--- config.mk ---
export PLATFORM = sky130hd
export DESIGN_NAME = sig_rom_arbiter
export DESIGN_NICKNAME = d
export VERILOG_FILES = /design/src/rtl/sig_rom_arb_pkg.sv /design/src/rtl/sig_rom.sv /design/src/rtl/sig_rom_arbiter.sv
export SDC_FILE = /design/constraint.sdc
export NUM_CORES = 1
export LEC_CHECK = 0
export BUFFER_PORTS_ARGS = -buffer_cell sky130_fd_sc_hd__buf_2
export CAP_MARGIN = 0
export CORE_UTILIZATION = 54
export CTS_CLUSTER_SIZE = 16
export DETAILED_ROUTE_END_ITERATION = 6
export PLACE_DENSITY = 0.86
export SYNTH_ARGS = -nofsm -noshare
export SYNTH_HDL_FRONTEND = slang
export SYNTH_SLANG_ARGS = --single-unit
export TNS_END_PERCENT = 20
--- constraint.sdc ---
create_clock -name clk -period 5.3 [get_ports clk]
set_clock_uncertainty 0.05 [all_clocks]
set_input_delay 1.06 -clock clk [delete_from_list [all_inputs] [get_ports clk]]
set_output_delay 1.06 -clock clk [all_outputs]
set_load 0.005 [all_outputs]
--- src/rtl/sig_rom_arb_pkg.sv ---
// Shared constants, grant record and round-robin search for sig_rom_arbiter.
package sig_rom_arb_pkg;

  localparam int unsigned NUM_REQ_DEFAULT    = 4;
  localparam int unsigned IN_WIDTH_DEFAULT   = 10;
  localparam int unsigned DATA_WIDTH_DEFAULT = 16;
  localparam int unsigned ID_W               = $clog2(NUM_REQ_DEFAULT);

  // Search logic is sized for the largest supported requester count.
  localparam int unsigned MAX_REQ  = 16;
  localparam int unsigned MAX_ID_W = 4;

  typedef struct packed {
    logic                valid;
    logic [MAX_ID_W-1:0] idx;
    logic [MAX_REQ-1:0]  onehot;
  } grant_t;

  // First asserted req at or after ptr+1, wrapping modulo num.
  function automatic grant_t next_grant(input logic [MAX_REQ-1:0]  req,
                                        input logic [MAX_ID_W-1:0] ptr,
                                        input int unsigned         num);
    grant_t      g;
    int unsigned idx;
    g = '0;
    for (int unsigned k = 1; k <= MAX_REQ; k++) begin
      idx = (32'(ptr) + k) % num;
      if (k <= num && !g.valid && req[idx[MAX_ID_W-1:0]]) begin
        g.valid  = 1'b1;
        g.idx    = idx[MAX_ID_W-1:0];
        g.onehot = MAX_REQ'(1) << idx;
      end
    end
    return g;
  endfunction

endpackage

--- src/rtl/sig_rom.sv ---
// Sigmoid lookup ROM with a registered address; data is valid the cycle after x is presented.
module sig_rom #(
  parameter int unsigned inWidth   = 10,
  parameter int unsigned dataWidth = 16
) (
  input  logic                 clk,
  input  logic [inWidth-1:0]   x,
  output logic [dataWidth-1:0] data
);

  logic [inWidth-1:0] addr_q;

  // Signed x to table index: flipping the MSB maps -2^(n-1)..2^(n-1)-1 onto 0..2^n-1.
  always_ff @(posedge clk) begin
    addr_q <= {~x[inWidth-1], x[inWidth-2:0]};
  end

  // Table contents: a monotone ramp over the index standing in for the sigmoid curve.
  if (dataWidth >= inWidth) begin : g_wide
    assign data = dataWidth'(addr_q) << (dataWidth - inWidth);
  end else begin : g_narrow
    logic unused_lsb;
    assign data       = addr_q[inWidth-1 -: dataWidth];
    assign unused_lsb = ^addr_q[inWidth-dataWidth-1:0];
  end

endmodule

--- src/rtl/sig_rom_arbiter.sv ---
// Shares one sig_rom among NUM_REQ requesters; one grant per cycle, result 2 cycles later.
// Define SIG_ROM_ARB_FIXED_PRIO_EN for fixed priority (lowest index wins) instead of round-robin.
module sig_rom_arbiter
  import sig_rom_arb_pkg::*;
#(
  parameter int unsigned NUM_REQ   = NUM_REQ_DEFAULT,
  parameter int unsigned inWidth   = IN_WIDTH_DEFAULT,
  parameter int unsigned dataWidth = DATA_WIDTH_DEFAULT
) (
  input  logic                         clk,
  input  logic                         rst_n,
  input  logic [NUM_REQ-1:0]           req,
  input  logic [NUM_REQ*inWidth-1:0]   x_in,
  output logic [NUM_REQ-1:0]           ack,
  output logic [NUM_REQ-1:0]           out_valid,
  output logic [NUM_REQ*dataWidth-1:0] out_data,
  output logic                         busy
);

  localparam int unsigned IdW = $clog2(NUM_REQ);

  grant_t              gnt;
  logic                grant_ok;
  logic [MAX_ID_W-1:0] ptr_cur;
  logic [inWidth-1:0]  rom_x;
  logic [dataWidth-1:0] rom_data;
  logic                stage_valid_q;
  logic [IdW-1:0]      stage_id_q;

`ifdef SIG_ROM_ARB_FIXED_PRIO_EN
  // Searching from NUM_REQ-1 makes index 0 the first candidate every cycle.
  assign ptr_cur = MAX_ID_W'(NUM_REQ - 1);
`else
  logic [IdW-1:0] rr_ptr_q;

  always_ff @(posedge clk) begin
    if (!rst_n) begin
      rr_ptr_q <= IdW'(NUM_REQ - 1);
    end else if (grant_ok) begin
      rr_ptr_q <= gnt.idx[IdW-1:0];
    end
  end

  assign ptr_cur = MAX_ID_W'(rr_ptr_q);
`endif

  assign gnt      = next_grant(MAX_REQ'(req), ptr_cur, NUM_REQ);
  assign grant_ok = rst_n & gnt.valid;
  assign ack      = rst_n ? gnt.onehot[NUM_REQ-1:0] : '0;
  assign rom_x    = x_in[gnt.idx*inWidth +: inWidth];
  assign busy     = stage_valid_q;

  if (NUM_REQ < MAX_REQ) begin : g_unused
    logic unused_onehot;
    assign unused_onehot = ^gnt.onehot[MAX_REQ-1:NUM_REQ];
  end

  sig_rom #(
    .inWidth  (inWidth),
    .dataWidth(dataWidth)
  ) u_sig_rom (
    .clk (clk),
    .x   (rom_x),
    .data(rom_data)
  );

  // The ROM address register has no reset; stage_valid_q alone qualifies its output.
  always_ff @(posedge clk) begin
    if (!rst_n) begin
      stage_valid_q <= 1'b0;
      stage_id_q    <= '0;
      out_valid     <= '0;
      out_data      <= '0;
    end else begin
      stage_valid_q <= grant_ok;
      if (grant_ok) begin
        stage_id_q <= gnt.idx[IdW-1:0];
      end
      out_valid <= '0;
      if (stage_valid_q) begin
        out_valid[stage_id_q]                        <= 1'b1;
        out_data[stage_id_q*dataWidth +: dataWidth] <= rom_data;
      end
    end
  end

endmodule
==> Word level (Yosys, flattened, before mapping) <==
Index checks and enable logic that the tools add are counted.
{ "word_totals": {"output_inout_bits": 73, "reg_bits": 83, "input_bits": 46, "elab_cells": 51} }
{ "classes": {"n_mul": 1, "n_bitwise": 2, "reduce_logical": 8, "n_addsub": 5, "shift": 7, "muxes": 16, "n_lt_le_gt_ge": 6} }
{ "ops": {"columns": ["op", "count"], "rows": [
  ["$mux 21", 4],
  ["$bwmux 64", 1],
  ["$shift 16x34->64 const A", 1],
  ["$shiftx 16x34->64", 1],
  ["$shl 1x2->16 const A", 4],
  ["$shiftx 40x9->10", 1],
  ["$neg 6->34", 1],
  ["$lt 2x5->1 const B", 4],
  ["$bmux 1 s2", 4],
  ["$mul 4x3->7 const B", 1],
  ["$mux 1", 5],
  ["$add 2x1->2 const B", 2],
  ["$add 2x2->2 const B", 2],
  ["$logic_and 1x1->1", 4],
  ["$mux 4", 1],
  ["$logic_not 1->1", 3],
  ["$lt 2x3->1 const B", 1],
  ["$demux 1 s2", 1],
  ["$ge 2x1->1 const B", 1],
  ["$reduce_and 2->1", 1],
  ["$and 1x1->1", 1],
  ["$not 1->1", 1]
]} }

==> Logic depth before layout (Yosys ltp) <==
Gate-level depths: netlist of run 1.
{ "depth": {"word_depth": 16, "ltp_mapped": 10, "depth_no_buf": 8} }

==> Modules after synthesis <==
From an unflattened synthesis of run 1, not the netlist that was laid out.
{ "hier_totals": {"cells_unflattened": 335, "area_unflattened_um2": 3649.8} }
{ "modules_own_cells": {"columns": ["mod", "n_inst", "area_each_um2", "seq_area_each_um2", "cells_per_inst"], "rows": [
  ["sig_rom_arbiter", 1, 3397.0, 1461.4, 317],
  ["sig_rom", 1, 252.7, 200.2, 18]
]} }

==> Worst setup path after synthesis of run 1 <==
OpenSTA, ideal clock, no wires.
{ "synth_timing": {"path_kind": "input port to output port", "from": "input req[1]", "to": "output ack[0]", "path_buffers": 1, "path_slack_ns": 1.894, "required_ns": 4.190, "cell_stages": 7, "t_arrival_ns": 2.296, "cell_sequence": "buf_2 -> mux4_2 -> nor2b_4 -> a22oi_1 -> nor2_1 -> a221oi_1 -> nor2b_1"} }
{ "synth_via": {"elab_chain_cells": 13, "word_cells_on_any_way": 19, "classes_between": "mux: 13; reduce/logical: 6"} }
{ "synth_lines": {"columns": ["item", "line", "text"], "rows": [
  ["from (decl)", "sig_rom_arbiter.sv:12", "input logic [NUM_REQ-1:0] req,"],
  ["$bmux 1 s2", "sig_rom_arb_pkg.sv:28", "if (k <= num && !g.valid && req[idx[MAX_ID_W-1:0]]) begin"],
  ["$mux 1 (not written as such)", "sig_rom_arb_pkg.sv:28", null],
  ["$mux 21", "sig_rom_arb_pkg.sv:28", null],
  ["$logic_not 1->1", "sig_rom_arb_pkg.sv:28", null],
  ["$logic_and 1x1->1", "sig_rom_arb_pkg.sv:28", null],
  ["$mux 21", "sig_rom_arb_pkg.sv:28", null],
  ["$logic_not 1->1", "sig_rom_arb_pkg.sv:28", null],
  ["$logic_and 1x1->1", "sig_rom_arb_pkg.sv:28", null],
  ["$mux 21", "sig_rom_arb_pkg.sv:28", null],
  ["$logic_not 1->1", "sig_rom_arb_pkg.sv:28", null],
  ["$logic_and 1x1->1", "sig_rom_arb_pkg.sv:28", null],
  ["$mux 21 *", "sig_rom_arb_pkg.sv:28", null],
  ["$mux 4 *", "sig_rom_arbiter.sv:49", "assign ack = rst_n ? gnt.onehot[NUM_REQ-1:0] : '0;"],
  ["to (decl)", "sig_rom_arbiter.sv:14", "output logic [NUM_REQ-1:0] ack,"]
]} }
Every way passes the cells marked *; elsewhere a longest branch is shown, timed or not. The select of a mux whose other input is x is not followed.

==> Worst setup path in the final report of run 1 <==
{ "layout_timing": {"from": "register rr_ptr_q[1]", "to": "output ack[0]"} }
{ "layout_via": {"elab_chain_cells": 14, "word_cells_on_any_way": 27, "classes_between": "add/sub: 4; shift: 4; mux: 13; reduce/logical: 6"} }
{ "layout_lines": {"columns": ["item", "line", "text"], "rows": [
  ["from (decl)", "sig_rom_arbiter.sv:34", "logic [IdW-1:0] rr_ptr_q;"],
  ["from (signal assigned)", "sig_rom_arbiter.sv:38", "rr_ptr_q <= IdW'(NUM_REQ - 1);"],
  ["from (signal assigned)", "sig_rom_arbiter.sv:40", "rr_ptr_q <= gnt.idx[IdW-1:0];"],
  ["$add 2x1->2", "sig_rom_arb_pkg.sv:27", "idx = (32'(ptr) + k) % num;"],
  ["$bmux 1 s2", "sig_rom_arb_pkg.sv:28", null],
  ["$mux 1 (not written as such)", "sig_rom_arb_pkg.sv:28", null],
  ["$mux 21", "sig_rom_arb_pkg.sv:28", null],
  ["$logic_not 1->1", "sig_rom_arb_pkg.sv:28", null],
  ["$logic_and 1x1->1", "sig_rom_arb_pkg.sv:28", null],
  ["$mux 21", "sig_rom_arb_pkg.sv:28", null],
  ["$logic_not 1->1", "sig_rom_arb_pkg.sv:28", null],
  ["$logic_and 1x1->1", "sig_rom_arb_pkg.sv:28", null],
  ["$mux 21", "sig_rom_arb_pkg.sv:28", null],
  ["$logic_not 1->1", "sig_rom_arb_pkg.sv:28", null],
  ["$logic_and 1x1->1", "sig_rom_arb_pkg.sv:28", null],
  ["$mux 21 *", "sig_rom_arb_pkg.sv:28", null],
  ["$mux 4 *", "sig_rom_arbiter.sv:49", null]
]} }
Marked as above.

==> flow_summary_export.csv, run 1 <==
group,metric,value,unit
run_status,status,"finished clean",
synthesis,ys_async_sr_fraction,0,%
critical_path,required,4.19,ns
timing,worst_slack,1.51,ns
detailed_routing,drt_first_pass_iters,4,
critical_path,cp.arrival,2.68,ns
synthesis,synth_warnings,0,
placement,dpl.cell_count,484,
critical_path,start_kind,"flip-flop",
cts,cts_tree,"done",
cts,cts_buffers,9,
timing,slew_headroom,34.8,%
cells_and_area,diodes,0,
cells_and_area,layout.cells.non_filler,500,
synthesis,synth.avg_cell_area,9.62,sq um
timing,period_minus_slack,3.79,ns
worst_hold_path,hold_depth,2,
placement,dp_hpwl,5290,microns
pwr,p_clk_share,19.8,%
cells_and_area,nFillCells,452,
floorplan,ios,119,
critical_path,cp_slowest_stage_delay,0.53,ns
floorplan,fp.dieH,79.5,microns
timing,setup_violations,0,
critical_path,reg2reg_depth,7,
cts,h-tree-depth,3,
grt,grt_pass1_vias,2368,
grt,grt_max_degree,54,
critical_path,worst-setup-path-type,"flip-flop to output port",
pwr,power_frac_comb,49.3,%
timing,rsz0062_at_grt,"false",
cts,clk_pin_slew,0.07,ns
critical_path,worstPathCellList,"inv_1, ha_1, mux4_2, nor2b_4, a22oi_1, nor2_1, a221oi_1, nor2b_1, buf_2",
cts,postCtsSetupBuffers,0,
synthesis,seq_area_frac_synth,36.4,%
floorplan,die_w,79.5,microns
cts,cts_buffer_depth,2,
detailed_routing,finalWirelength,7290,microns
floorplan,dieArea,6320,sq um
pwr,ir_drop,283,uV
worst_hold_path,worstHoldPathType,"flip-flop to flip-flop",
cts,ctsResizeCount,0,
cells_and_area,final_layout_size_suffix_gt1_share,29.4,%
detailed_routing,antenna_left,0,
critical_path,crit_path_top_delay_cell,"dfxtp_1",
critical_path,critical_path.max_fanout,10,
grt,use_met2,37.2,%
critical_path,crit_buf_inv,2,
detailed_routing,wl_per_cell,14.6,microns
grt,use_met3,3.77,%
pwr,switching_share,41.1,%
cells_and_area,final_util,67.6,%
timing,drv_slew,0,
timing,hold_viol_final,0,
grt,grt_pass1_wl,11300,microns
timing,fmax,264,MHz
floorplan,start_util,57.5,%
cells_and_area,multiInputGateArea,1830,sq um
synthesis,synthCells,337,
timing,worst_pin_slew,0.975,ns
grt,met1_usage,30.1,%
pwr,p_int,1.21,mW
synthesis,synth_cell_type_count,39,
cells_and_area,seq_area,1180,sq um
synthesis,synth_area,3240,sq um
placement,place_ws,1.64,ns
grt,top_usage_layer,"met2",
cts,clock_latency,0.32,ns
cts,cts_sinks,59,
synthesis,synthFlopType,"dfxtp_1",
pwr,power.leakage,1.74,nW
placement,portBuffers,94,
pwr,p_per_area,537,nW/um^2
grt,grt_use_total,22.8,%
grt,antenna_found_initial,0,
critical_path,cp_top_family,"flip-flops",
pwr,p_seq_share,30.8,%
synthesis,synth-seq-cells,59,
critical_path,endpoint_kind,"output port",
detailed_routing,via_per_inst,5.62,
floorplan,core,5640,sq um
cells_and_area,nNetsFinal,485,
pwr,power_switching,841,uW
timing,tns,0,ns
placement,gp_congestion,0.825,
detailed_routing,drc,0,
grt,overflow,0,
critical_path,reg2reg_slack,2.09,ns
timing,post-route-period-util,71.5,%
detailed_routing,vias,2808,
critical_path,cp.depth,9,
floorplan,rows,27,
cts,cts_hold_buf,0,
cells_and_area,area_delta_synth_final,17.6,%
cts,cts_root_buf,"clkbuf_8",
detailed_routing,drtIter0Drc,148,
synthesis,synth_edf_count,0,
job,drv_cap,0,
## area by class of cell
class | count | share of cell area, %
clock buffers | 10 | 3.61
multi-input cells | 251 | 48.1
clock inverters | 6 | 1.67
inverters | 6 | 0.590
repair buffers | 96 | 12.7
well taps | 72 | 2.36
flip-flops and latches | 59 | 31.0
## kinds of logic (layout without fill, tap and decap cells)
group	Yosys count	in the layout	synth area share, %
multiplexers	34	34	11.7
AND/OR/NAND/NOR	104	104	18.3
other	1	24	0.116
adder cells (fa/ha/maj)	16	16	6.17
flip-flops	59	59	36.4
buffers and inverters	50	118	9.68
AO/OA/AOI/OAI	73	73	17.6
## worst min-delay path: cells and delay by family, from the launching register on
kind / cells / cell delay, ns
and+or+nand+nor: 1 / 0.10
AOI/OAI and AO/OA: 1 / 0.08
DFF: 1 / 0.32
## power groups by stage
stage	clock, mW	combinational, mW	sequential (mW)
floorplan	0	0.846	0.610
global placement	0	0.969	0.632
detailed placement	0	1.00	0.636
CTS	0.412	1.01	0.627
global route	0.436	1.10	0.639
finish	0.406	1.01	0.631
## flip-flops by register name, indices dropped and copies added, names as in the netlist
signal            cells
stage_id_q            2
out_data             40
busy                  1
rr_ptr_q              2
out_valid             4
u_sig_rom.addr_q     10
## per-layer routing
| layer | routed length [microns] | vias to the layer above | share of wire, % |
|---|---|---|---|
| li1 | - | 1346 | - |
| met1 | 3260 | 1315 | 45 |
| met2 | 3400 | 139 | 47 |
| met3 | 535 | 8 | 7.3 |
| met4 | 95 | 0 | 1.3 |
| met5 | 0 | - | 0 |
## synth_stat cells, types with 2 or more instances
cell type  count  area share [%]
o221ai_1      10             2.7
ha_1          16             6.2
nor2_1        28             3.2
nand3_1        2            0.31
a22oi_1       44              10
a32oi_1        2            0.54
nor4_1         2            0.39
a311oi_1       2            0.54
buf_2          2            0.31
a221oi_1       4             1.1
buf_6          4             1.4
mux4_2         3             2.1
o21ai_0        2            0.31
a21boi_1       2            0.46
and3_1         4            0.77
nor3_1         2            0.31
nor2b_1       45             8.7
clkbuf_1      13             1.5
mux2i_1       29             9.0
inv_1          5            0.58
o21ai_1        2            0.31
nand2_1       12             1.4
mux2_2         2            0.69
dfxtp_1       59              36
buf_4         25             5.8
nor4b_2        3             1.4
## through the flow
stage	power [mW]	cell area, sq um	hold slack (ns)
2_1_floorplan	1.46	3330	0.449
5_1_grt	2.18	3810	0.511
3_3_place_gp	1.60	3610	0.457
4_1_cts	2.05	3810	0.485
3_5_place_dp	1.64	3610	0.470
6_report	2.05	3810	0.478
## cells in the final DEF, fill, tap and decap left out, types with 3 or more instances in the layout
cell / n
buf_2: 94
dfxtp_1: 59
nor2b_1: 45
a22oi_1: 44
mux2i_1: 29
nor2_1: 28
conb_1: 24
ha_1: 16
nand2_1: 12
o221ai_1: 10
clkbuf_8: 10
inv_1: 5
a221oi_1: 4
and3_1: 4
mux4_2: 3
nor4b_2: 3
## worst paths after layout
kind / startpoint / endpoint
max: rr_ptr_q[1] / ack[0]
min: out_data[13] / out_data[13]
min reg2reg: out_data[13] / out_data[13]
max reg2reg: rr_ptr_q[1] / u_sig_rom.addr_q[9]
Power figures use the tool's default switching activity.
==> run 2: changes to the inputs <==
Settings changed: ABC_AREA set to 1, CORE_UTILIZATION 54 to 45, PLACE_DENSITY 0.86 to 0.76.
Clock period 5.3 ns to 3.3 ns, I/O delays scaled along.
==> run 2 against run 1 <==
Against the previous run:
- power rose by 86%
- register-to-register slack worse by 1.4 ns
- synthesized cell count grew 36%
- via count rose by 12%
- final cell count up 30%
- critical endpoint is now ack[3]
==> flow_summary_export.csv, run 2 <==
group,metric,value,unit
timing,hold_viol_final,0,
detailed_routing,vias,3139,
synthesis,yosys.area.top_type_share,34.9,%
critical_path,critical_path.max_fanout,9,
floorplan,rows,31,
critical_path,crit_buf_inv,4,
synthesis,synth_area_leaders,"dfxtp_1 35%, nand3_1 9.0%, nand2_1 8.3%, inv_1 6.9%, buf_4 6.0%",
floorplan,ios,119,
synthesis,synth_most_common_cell,"nand2_1",
critical_path,crit_end,"ack[3]",
job,drv_cap,0,
pwr,p_seq_share,26.3,%
synthesis,synth-seq-cells,59,
critical_path,reg2reg_depth,6,
critical_path,worst-setup-path-type,"flip-flop to output port",
synthesis,seq_area_frac_synth,34.9,%
pwr,switching_share,49.1,%
cts,h-tree-depth,3,
detailed_routing,via_per_inst,4.83,
critical_path,cp_common_cell,"inv_1",
timing,tns,0,ns
cts,cts_buffers,9,
floorplan,fp.dieH,88.8,microns
pwr,power_frac_comb,56.8,%
timing,rsz0062_at_grt,"false",
synthesis,synth_warnings,0,
cells_and_area,max_flop_register,"out_data",
critical_path,cp.depth,12,
cells_and_area,diodes,0,
cells_and_area,final_layout_size_suffix_gt1_share,27.4,%
grt,overflow,0,
worst_hold_path,worstHoldPathType,"flip-flop to flip-flop",
cells_and_area,final_common_cell,"buf_2",
detailed_routing,wl_per_cell,11.8,microns
cts,cts_hold_buf,0,
synthesis,ys_top_cells_by_count,"75 x nand2_1, 62 x inv_1, 61 x nand3_1, 59 x dfxtp_1",
timing,fmax,324,MHz
critical_path,cp_slowest_stage_delay,0.40,ns
grt,antenna_found_initial,0,
cts,cts_tree,"done",
grt,grt_pass1_wl,12300,microns
detailed_routing,drc,0,
synthesis,synth_cell_type_count,33,
detailed_routing,drt_first_pass_iters,5,
cts,cts_root_buf,"clkbuf_8",
grt,grt_max_degree,41,
floorplan,core,7250,sq um
cts,cts_buffer_depth,2,
cts,cts_sinks,59,
placement,dp_hpwl,5830,microns
timing,setup_violations,0,
critical_path,required,2.59,ns
synthesis,synthCells,460,
cells_and_area,nNetsFinal,609,
synthesis,ys_async_sr_fraction,0,%
timing,period_minus_slack,3.09,ns
critical_path,crit_path_top_delay_cell,"dfxtp_4",
critical_path,reg2reg_from,"stage_id_q[0]",
critical_path,reg2reg_slack,0.70,ns
floorplan,die_w,88.8,microns
detailed_routing,antenna_left,0,
cells_and_area,final_util,54.8,%
placement,gp_congestion,0.888,
synthesis,synthFlopType,"dfxtp_1",
pwr,p_int,1.94,mW
cells_and_area,largest_reg_flops,40,
timing,post-route-period-util,93.5,%
floorplan,start_util,46.7,%
cells_and_area,final_cell_mix,"94 x buf_2, 74 x nand2_1, 62 x inv_1",
critical_path,cp.arrival,2.38,ns
cells_and_area,top_regs,"out_data x40, u_sig_rom.addr_q x10, out_valid x4",
timing,slew_headroom,52.6,%
synthesis,yosysTopAreaCell,"dfxtp_1",
detailed_routing,drtIter0Drc,160,
synthesis,synth_edf_count,0,
grt,grt_use_total,20.3,%
critical_path,regToRegEndpoint,"out_data[23]",
cts,clk_pin_slew,0.06,ns
critical_path,cp_top_family,"simple AND/OR/NAND/NOR gates",
placement,portBuffers,94,
pwr,power_switching,1.87,mW
pwr,ir_drop,653,uV
cells_and_area,area_delta_synth_final,17.4,%
timing,drv_slew,0,
cts,clock_latency,0.33,ns
synthesis,synth.avg_cell_area,7.37,sq um
timing,worst_pin_slew,0.709,ns
critical_path,worstPathCellList,"inv_1, ha_1, inv_1, nand3_1, nand2_1, inv_2, nor2_2, nand2_2, o21ai_0, o22ai_1, nor2_1, buf_2",
grt,grt_pass1_vias,2761,
critical_path,start_kind,"flip-flop",
floorplan,dieArea,7880,sq um
critical_path,crit_start,"rr_ptr_q[1]",
detailed_routing,finalWirelength,7650,microns
synthesis,synth_area,3390,sq um
pwr,p_per_area,959,nW/um^2
pwr,p_clk_share,16.9,%
critical_path,endpoint_kind,"output port",
run_status,status,"finished clean",
pwr,power.leakage,2.08,nW
run 2: cell count changes after synthesis, moves of 26 or more:
cell,previous run,this run
a22oi_1,44,14
nor2b_1,45,0
nand3_1,2,61
nand2_1,12,75
mux2i_1,29,0
inv_1,5,62
a21oi_1,1,27
run 2: worst min path at each step:
stage,endpoint,from,cells after the start
2_1_floorplan,out_data[10],out_data[10],2
5_1_grt,out_data[13],out_data[13],2
4_1_cts,out_data[56],out_data[56],2
3_5_place_dp,out_data[56],out_data[56],2
6_report,out_data[56],out_data[56],2
3_3_place_gp,out_data[6],out_data[6],2
run 2: stage by stage:
| step | instance area [sq um] | hold WS [ns] | std cells | power, mW | worst slack [ns] |
|---|---|---|---|---|---|
| finish | 3980 | 0.414 | 650 | 3.82 | 0.214 |
| global route | 3980 | 0.425 | 650 | 4.16 | 0.0149 |
| CTS | 3970 | 0.414 | 650 | 3.81 | 0.134 |
| detailed placement | 3780 | 0.404 | 635 | 3.16 | 0.342 |
| global placement | 3780 | 0.403 | 635 | 3.10 | 0.508 |
| floorplan | 3470 | 0.412 | 483 | 2.91 | 0.722 |
run 2: worst reg2reg max path: cells and delay by family (launching register included):
| family | cells | cell delay (ns) |
|---|---|---|
| adder cells (fa/ha/maj) | 1 | 0.46 |
| buffers and inverters | 2 | 0.57 |
| AND/OR/NAND/NOR | 2 | 0.78 |
| AO/OA/AOI/OAI | 1 | 0.16 |
| flip-flops | 1 | 0.52 |
run 2: timing repair:
action,CTS,global route
buffers inserted,0,0
cloned,0,0
gates resized for setup,1,2
setup endpoints to repair,1,3
run 2: routing by layer:
metal	up-vias	share of wire [%]	track usage, %	wire [microns]
met5	-	0	0	0
met4	0	1.5	9.38	118
met3	12	7.0	4.85	532
met2	133	46	34.1	3560
met1	1386	45	24.7	3450
li1	1608	-	-	-
run 2: area by class of cell:
type	instances	area (sq um)
fill	723	3280
multi-input combinational	311	1710
sequential	59	1180
timing repair buffer	97	493
inverter	69	269
clock buffer	13	159
tap	99	124
clock inverter	2	35.0
run 2: kinds of logic (layout without fill, tap and decap cells):
group | count (synthesis) | in the layout | share of synthesized area [%]
AND/OR/NAND/NOR | 213 | 213 | 31.9
AO/OA/AOI/OAI | 58 | 58 | 9.97
other | 1 | 24 | 0.111
adder cells (fa/ha/maj) | 16 | 16 | 5.91
flip-flops | 59 | 59 | 34.9
buffers and inverters | 113 | 181 | 17.2
run 2: power by group through the flow:
stage	combinational, mW	clock, mW	sequential (mW)
after floorplan	1.95	0	0.968
after global placement	2.09	0	1.00
after detailed placement	2.14	0	1.01
after CTS	2.15	0.661	0.998
after global routing	2.45	0.693	1.02
final	2.17	0.644	1.00
